<file path="src/rtl/intersection_ctrl.sv">
// Two-head intersection scheduler with all-red clearance, optional pedestrian walk and night flash.
// Optional feature macro: INTERSECTION_CTRL_PED_EN (WALK state, pending latch, walk lamp).
module intersection_ctrl #(
  parameter int unsigned GLOW_GREEN   = 10,
  parameter int unsigned GLOW_YELLOW  = 3,
  parameter int unsigned GLOW_ALL_RED = 2,
  parameter int unsigned GLOW_WALK    = 6,
  parameter int unsigned FLASH_HALF   = 4,
  parameter int unsigned COUNT_WIDTH  = 5
) (
  input  logic i_clk,
  input  logic i_rst_n,
  input  logic i_ped_req,
  input  logic i_night,
  output logic o_a_red,
  output logic o_a_yellow,
  output logic o_a_green,
  output logic o_b_red,
  output logic o_b_yellow,
  output logic o_b_green,
  output logic o_walk,
  output logic o_ped_pending
);

  typedef enum logic [2:0] {
    CLR_A, A_GREEN, A_YELLOW, CLR_B, B_GREEN, B_YELLOW, WALK, FLASH
  } state_t;

  // A zero duration behaves as a single cycle.
  localparam int unsigned GREEN_N  = (GLOW_GREEN   == 0) ? 1 : GLOW_GREEN;
  localparam int unsigned YELLOW_N = (GLOW_YELLOW  == 0) ? 1 : GLOW_YELLOW;
  localparam int unsigned RED_N    = (GLOW_ALL_RED == 0) ? 1 : GLOW_ALL_RED;
  localparam int unsigned WALK_N   = (GLOW_WALK    == 0) ? 1 : GLOW_WALK;
  localparam int unsigned FLASH_N  = (FLASH_HALF   == 0) ? 1 : FLASH_HALF;

  localparam logic [COUNT_WIDTH-1:0] GREEN_LAST  = COUNT_WIDTH'(GREEN_N - 1);
  localparam logic [COUNT_WIDTH-1:0] YELLOW_LAST = COUNT_WIDTH'(YELLOW_N - 1);
  localparam logic [COUNT_WIDTH-1:0] RED_LAST    = COUNT_WIDTH'(RED_N - 1);
  localparam logic [COUNT_WIDTH-1:0] WALK_LAST   = COUNT_WIDTH'(WALK_N - 1);
  localparam logic [COUNT_WIDTH-1:0] FLASH_LAST  = COUNT_WIDTH'(FLASH_N - 1);

  state_t                 state, state_nx;
  logic [COUNT_WIDTH-1:0] cnt, cnt_nx;
  logic                   flash_on, flash_nx;
  logic [5:0]             lamps, lamps_nx;

`ifdef INTERSECTION_CTRL_PED_EN
  logic pending, pending_nx;
  logic walk_to_b, walk_to_b_nx;
  logic walk_q, pend_q;
`else
  logic unused_ped;
  assign unused_ped = i_ped_req;
  localparam logic [COUNT_WIDTH-1:0] UNUSED_WALK_LAST = WALK_LAST;
`endif

  always_ff @(posedge i_clk or negedge i_rst_n) begin
    if (!i_rst_n) begin
      state    <= CLR_A;
      cnt      <= '0;
      flash_on <= 1'b0;
`ifdef INTERSECTION_CTRL_PED_EN
      pending   <= 1'b0;
      walk_to_b <= 1'b0;
`endif
    end else begin
      state    <= state_nx;
      cnt      <= cnt_nx;
      flash_on <= flash_nx;
`ifdef INTERSECTION_CTRL_PED_EN
      pending   <= pending_nx;
      walk_to_b <= walk_to_b_nx;
`endif
    end
  end

  always_comb begin
    state_nx = state;
    cnt_nx   = cnt + 1'b1;
    flash_nx = flash_on;
`ifdef INTERSECTION_CTRL_PED_EN
    // Requests during WALK are dropped; entering WALK clears the latch below.
    pending_nx   = pending | (i_ped_req & (state != WALK));
    walk_to_b_nx = walk_to_b;
`endif
    case (state)
      CLR_A, CLR_B: begin
        if (cnt == RED_LAST) begin
          cnt_nx = '0;
          if (i_night) begin
            state_nx = FLASH;
            flash_nx = 1'b1;
          end
`ifdef INTERSECTION_CTRL_PED_EN
          else if (pending) begin
            state_nx     = WALK;
            walk_to_b_nx = (state == CLR_B);
            pending_nx   = 1'b0;
          end
`endif
          else begin
            state_nx = (state == CLR_B) ? B_GREEN : A_GREEN;
          end
        end
      end
      A_GREEN: if (cnt == GREEN_LAST) begin
        state_nx = A_YELLOW;
        cnt_nx   = '0;
      end
      A_YELLOW: if (cnt == YELLOW_LAST) begin
        state_nx = CLR_B;
        cnt_nx   = '0;
      end
      B_GREEN: if (cnt == GREEN_LAST) begin
        state_nx = B_YELLOW;
        cnt_nx   = '0;
      end
      B_YELLOW: if (cnt == YELLOW_LAST) begin
        state_nx = CLR_A;
        cnt_nx   = '0;
      end
`ifdef INTERSECTION_CTRL_PED_EN
      WALK: if (cnt == WALK_LAST) begin
        state_nx = walk_to_b ? B_GREEN : A_GREEN;
        cnt_nx   = '0;
      end
`endif
      FLASH: if (cnt == FLASH_LAST) begin
        cnt_nx = '0;
        // Leave only after a complete dark half-period.
        if (flash_on) begin
          flash_nx = 1'b0;
        end else if (!i_night) begin
          state_nx = CLR_A;
        end else begin
          flash_nx = 1'b1;
        end
      end
      default: begin
        state_nx = CLR_A;
        cnt_nx   = '0;
      end
    endcase
  end

  // Lamp order: {a_red, a_yellow, a_green, b_red, b_yellow, b_green}.
  always_comb begin
    lamps_nx = 6'b100_100;
    case (state)
      A_GREEN:  lamps_nx = 6'b001_100;
      A_YELLOW: lamps_nx = 6'b010_100;
      B_GREEN:  lamps_nx = 6'b100_001;
      B_YELLOW: lamps_nx = 6'b100_010;
      FLASH:    lamps_nx = {1'b0, flash_on, 1'b0, 1'b0, flash_on, 1'b0};
      default:  lamps_nx = 6'b100_100;
    endcase
  end

  always_ff @(posedge i_clk or negedge i_rst_n) begin
    if (!i_rst_n) begin
      lamps <= 6'b100_100;
    end else begin
      lamps <= lamps_nx;
    end
  end

`ifdef INTERSECTION_CTRL_PED_EN
  always_ff @(posedge i_clk or negedge i_rst_n) begin
    if (!i_rst_n) begin
      walk_q <= 1'b0;
      pend_q <= 1'b0;
    end else begin
      walk_q <= (state == WALK);
      pend_q <= pending;
    end
  end
  assign o_walk        = walk_q;
  assign o_ped_pending = pend_q;
`else
  assign o_walk        = 1'b0;
  assign o_ped_pending = 1'b0;
`endif

  assign {o_a_red, o_a_yellow, o_a_green, o_b_red, o_b_yellow, o_b_green} = lamps;

endmodule
</file>
<file path="config.mk">
export PLATFORM = sky130hd
export DESIGN_NAME = intersection_ctrl
export DESIGN_NICKNAME = d
export VERILOG_FILES = /design/src/rtl/intersection_ctrl.sv
export SDC_FILE = /design/constraint.sdc
export NUM_CORES = 1
export LEC_CHECK = 0
export CORE_ASPECT_RATIO = 1.25
export CORE_MARGIN = 2
export CORE_UTILIZATION = 50
export CTS_BUF_LIST = sky130_fd_sc_hd__clkbuf_16
export CTS_CLUSTER_DIAMETER = 120
export CTS_CLUSTER_SIZE = 12
export DETAILED_ROUTE_END_ITERATION = 8
export GPL_ROUTABILITY_DRIVEN = 0
export PLACE_DENSITY = 0.74
export RECOVER_POWER = 25
export SLEW_MARGIN = 20
export SYNTH_ARGS = -nofsm -noshare
export SYNTH_HDL_FRONTEND = slang
export SYNTH_SLANG_ARGS = --single-unit
</file>
<file path="constraint.sdc">
create_clock -name i_clk -period 2 [get_ports i_clk]
set_input_delay 0.3 -clock i_clk [delete_from_list [all_inputs] [get_ports i_clk]]
set_output_delay 0.3 -clock i_clk [all_outputs]
set_load 0.02 [all_outputs]
</file>
; ---- Word level (Yosys, flattened, before mapping)
; Cells that the tools add are included.
[totals]
ff_bits = 15
latchBits = 0
mem_bits_rw = 0
romBits = 0
input_bits = 4
out_inout_bits = 8
memories = 0
[classes]
n_addsub = 1
mul = 0
n_div = 0
order_cmp = 0
n_eq_ne = 19
n_shift = 0
mux = 23
bitwise = 0
n_reduce_logical = 7
[ops]
columns = cell, n
row1 = two-way mux 3 bit, 10
row2 = case mux 6 bit (5 select lines), 1
row3 = two-way mux 5 bit, 4
row4 = case mux 5 bit (4 select lines), 1
row5 = "!= test 2 bit, second input constant", 9
row6 = case mux 3 bit (6 select lines), 1
row7 = "equality test 5 x 2 -> 1 bit, second input constant", 2
row8 = "equality test 3 bit, second input constant", 3
row9 = AND reduction 8 bit, 1
row10 = "equality test 3 x 2 -> 1 bit, second input constant", 2
row11 = OR reduction 2 bit, 3
row12 = "adder 5 x 1 -> 5 bit, second input constant", 1
row13 = "equality test 5 x 1 -> 1 bit, second input constant", 1
row14 = "equality test 5 x 4 -> 1 bit, second input constant", 1
row15 = two-way mux 1 bit, 5
row16 = AND reduction 4 bit, 1
row17 = "equality test 3 x 1 -> 1 bit, second input constant", 1
row18 = logical NOT 3 bit, 1
row19 = case mux 1 bit (2 select lines), 1
row20 = nonzero test 2 bit, 1

; ---- Longest topological paths before layout
; Gate-level depths: netlist of run 1.
[logic_depth]
depth_word = 5
ltp_mapped = 7

; ---- Worst setup path after synthesis of run 1
; OpenSTA, ideal clock, no wires.
[synth_path]
path_kind = reg2reg
from = register cnt[1]
to = register state[0]
t_arrival_ps = 1642
setup_slack_ps = 231
path_stages_with_launch = 8
path_buffers = 0
cell_sequence = dfrtp_1 inv_1 ha_1 nor4b_4 a21oi_2 nor4_4 o21ai_2 mux2_1
[synth_between]
elab_chain_len = 3
word_cells_on_any_way = 11
classes_between = 10 x eq/ne / 1 x reduce/logical
[synth_rtl]
columns = item, line_no
row1 = from (decl), 43  ; logic [COUNT_WIDTH-1:0] cnt, cnt_nx;
row2 = from (signal assigned), 68  ; cnt <= cnt_nx;
row3 = equality test 5 x 2 -> 1 bit (tied with other cells), 128  ; FLASH: if (cnt == FLASH_LAST) begin
row4 = != test 2 bit (no line), -
row5 = AND reduction 8 bit (no line) (*), -
row6 = to (signal assigned), 67  ; state <= state_nx;
row7 = to (decl), 42  ; state_t state, state_nx;
; Mark *: on every way between the ends. The rest lies on a longest branch, timed or not.
; A chain may end at the register's enable or synchronous reset.

; ---- Worst setup path in the final report of run 1
[layout_path]
from = register cnt[1]
to = register state[2]
; Same word-level chain as after synthesis.

==> results.md, run 1 <==
- Run status: completed
- Die Y: ~50 um
- GRT overflow: 0
- Crit path max fanout: 4
- P_leak: 0.447 nW
- Layout Utilization: 0.653
- Max IR drop VDD: 0.958 mV
- Relative slew slack: 0.558
- Worst setup SP type: flop
- Hold worst-path end: cnt[0]
- Post-route minimum period: between 1500 and 2000 ps
- Post-Syn Instances: 86
- Most common cell after layout, fill and taps aside: dfrtp_1
- Vias in the first global route: 640
- Max_cap viols: 0
- Pwr Density: about 1800 mW/mm2
- Area contributors post-synth: dfrtp_1 (38%), dfstp_2 (6.2%), ha_1 (4.4%)
- Largest net degree at the start of global routing: 16
- Core area: about 0.0016 mm2
- Vias: ~600
- Design Power: approximately 1.8 mW
- H-tree levels: 1
- Commonest cells after routing, fill and taps aside: dfrtp_1 (13), nor2_1 (9), clkdlybuf4s50_1 (7)
- Drt first pass iters: 2
- Met1 usage: 0.272
- Final cell count without fillers: about 120
- Nature of the critical path endpoint: flop
- Nets: between 100 and 150
- Clk root buf: clkbuf_16
- Cell Chain, Critical Path: inv_1 -> ha_1 -> nor4b_4 -> a21oi_2 -> nor4_4 -> o21ai_2 -> mux2_1
- Drt first-iter violations: 9
- Worst hold start: cnt[0]
- Antenna Cells: 0
- Cts hold-fix bufs: 0
- Final period util: 0.940
- Reg clk slew, reported paths: ~50 ps
- Sequential area share after synthesis: 0.443
- Critical Path Slowest Stage Cell: dfrtp_1
- Max stage delay on crit path: between 400 and 500 ps
- Synthesized area: around 850 um2
- YS warnings: 0
- Hold Path Depth: 1
- Area fraction of the dominant cell type after synthesis: 0.382
- Setup TNS: 0 ps
- # rows: 16
- Final-report setup violation count: 0
- Placed insts: between 100 and 150
- Final hold vios: 0
- R2R setup slack: approximately 120 ps
- CTS tree: done
- Worst EP required: about 2100 ps
- Final setup margin: between 100 and 150 ps
- Worst Max-Slew Pin Slew: 660 ps
- Reg2Reg Depth: 7
- FF+latch count, synth: 15
- Gr busiest metal: met2
- DP Worst Slack: ~110 ps
- DR DRC count: 0
- Crit Path Class: flop to flop
- Proportion of layout cells with a drive suffix above 1: 0.175
- Initial Utilization: 0.539
- Num CTS Buffers: 3
- WP data arrival: ~2000 ps
- Fin. max-slew vios: 0
- RSZ-0062 raised after global routing: no
- Global routing usage on met2: 0.307
- Layout fillers: ~140
- DRT Wirelength: ~1.5 mm
- Die area: 0.00205 mm2
- Antenna violations before repair: 0
- Syn avg cell area: slightly below 10 um2
- R2r endpoint: state[2]
- WL/cell: 13.4 um
- Post-CTS setup repair buffer count: 0
- Skew final: 2.87 ps
- Post-CTS sizing: 0
- Final ANT Viol Nets: 0
- Clock sinks: 15
- Fmax: between 500 and 600 MHz
- I/O pin cnt: 12
- Die W: roughly 41 um
- R2r startpoint: cnt[1]
- PortBufs: 8
- Cell taking the most area after synthesis: dfrtp_1
- GR Util met3: 0.0133
- Yosys cell types: 34
- Overall global routing resource usage: 0.193
- Area Growth Syn to Fin: 21.1%
- Worst-Skew Late Latency: around 240 ps
- Worst Hold Class: flop to flop
- Post-DP HPWL: around 1.1 mm
- Via-to-Cell Ratio: around 5.3
- Clock buffer depth: 2
- First-pass GRT wire length: 2.77 mm
==> cells in the mapped netlist, drive strengths merged <==
cell type,n
buf,3
clkbuf,4
a31oi,1
or3,2
nand3,6
conb,1
and2,3
nor3b,1
nor4b,1
mux2,3
nor4,1
dfrtp,13
o21ai,4
nor2,9
or2,1
a22oi,1
or3b,1
inv,3
xor2,2
ha,3
nor3,3
nor2b,1
and4bb,1
xnor2,2
nand3b,2
dfstp,2
nand2,6
o211ai,1
a21oi,5
==> worst max-delay path by stage <==
stage	from	end	slack (ps)
floorplan	cnt[1]	state[0]	230
global placement	cnt[1]	state[2]	170
detailed placement	cnt[1]	state[2]	110
CTS	cnt[1]	state[2]	100
global route	cnt[1]	state[0]	9
finish	cnt[1]	state[2]	120
==> registers in the layout, summed over array words and instances, names as in the netlist <==
register and flops:
lamps 6, cnt 5, state 3, flash_on 1
==> metal layers <==
| metal | up-vias | share of wire | wire, um |
|---|---|---|---|
| met2 | 6 | 0.53 | 823 |
| met1 | 287 | 0.44 | 674 |
| li1 | 309 | - | - |
| met5 | - | 0 | 0 |
| met3 | 2 | 0.018 | 27 |
| met4 | 0 | 0.011 | 17 |
==> metrics by stage <==
stage	instance area (um2)	hold WS, ps
after floorplan	856	4.41
after global placement	961	493
after detailed placement	961	513
after CTS	1040	500
after global routing	1030	549
final	1030	513
==> power breakdown <==
| group | leakage, nW | total, mW | internal, mW | switching [mW] |
|---|---|---|---|---|
| logic | 0.219 | 0.902 | 0.442 | 0.460 |
| clock network | 0.0423 | 0.374 | 0.264 | 0.111 |
| registers | 0.186 | 0.559 | 0.433 | 0.127 |
| total | 0.447 | 1.84 | 1.14 | 0.697 |
==> critical path: cells and delay by family (launching register included) <==
| family | cells | cell delay [ps] |
|---|---|---|
| flops | 1 | 410 |
| simple gates | 2 | 560 |
| compound gates | 2 | 220 |
| fa+ha+maj | 1 | 150 |
| mux | 1 | 330 |
| buf+inv | 1 | 80 |
==> layout make-up <==
cell class                 instances  area [um2]  share of cell area
multi-input combinational         62         432               0.418
sequential                        15         378               0.366
timing repair buffer              13         110               0.107
clock buffer                       3        75.1              0.0727
tap                               18        22.5              0.0218
inverter                           3        11.3              0.0109
clock inverter                     1        3.75             0.00364
==> cell families (layout without fill, tap and decap cells) <==
logic type	count (synthesis)	after routing	share of synthesized area
XOR/XNOR	4	4	0.0411
flip-flops	15	15	0.443
multiplexers	3	3	0.0396
buffers and inverters	10	20	0.0543
other	1	2	0.00440
adder cells (fa/ha/maj)	3	3	0.0441
AND/OR/NAND/NOR	38	38	0.282
AO/OA/AOI/OAI	12	12	0.0910
No activity file was read; power rests on OpenSTA's default activity.
==> inputs of run 2 (changes only) <==
--- a/constraint.sdc
+++ b/constraint.sdc
@@ -3,2 +3,2 @@
 set_output_delay 0.3 -clock i_clk [all_outputs]
-set_load 0.02 [all_outputs]
+set_load 0.005 [all_outputs]
==> results of run 2 <==
The final DEF is identical to that of run 1. Status: completed.
Among the figures that moved: total power 1.84 mW -> 1.77 mW; worst IR drop on VDD 0.958 mV -> 0.937 mV
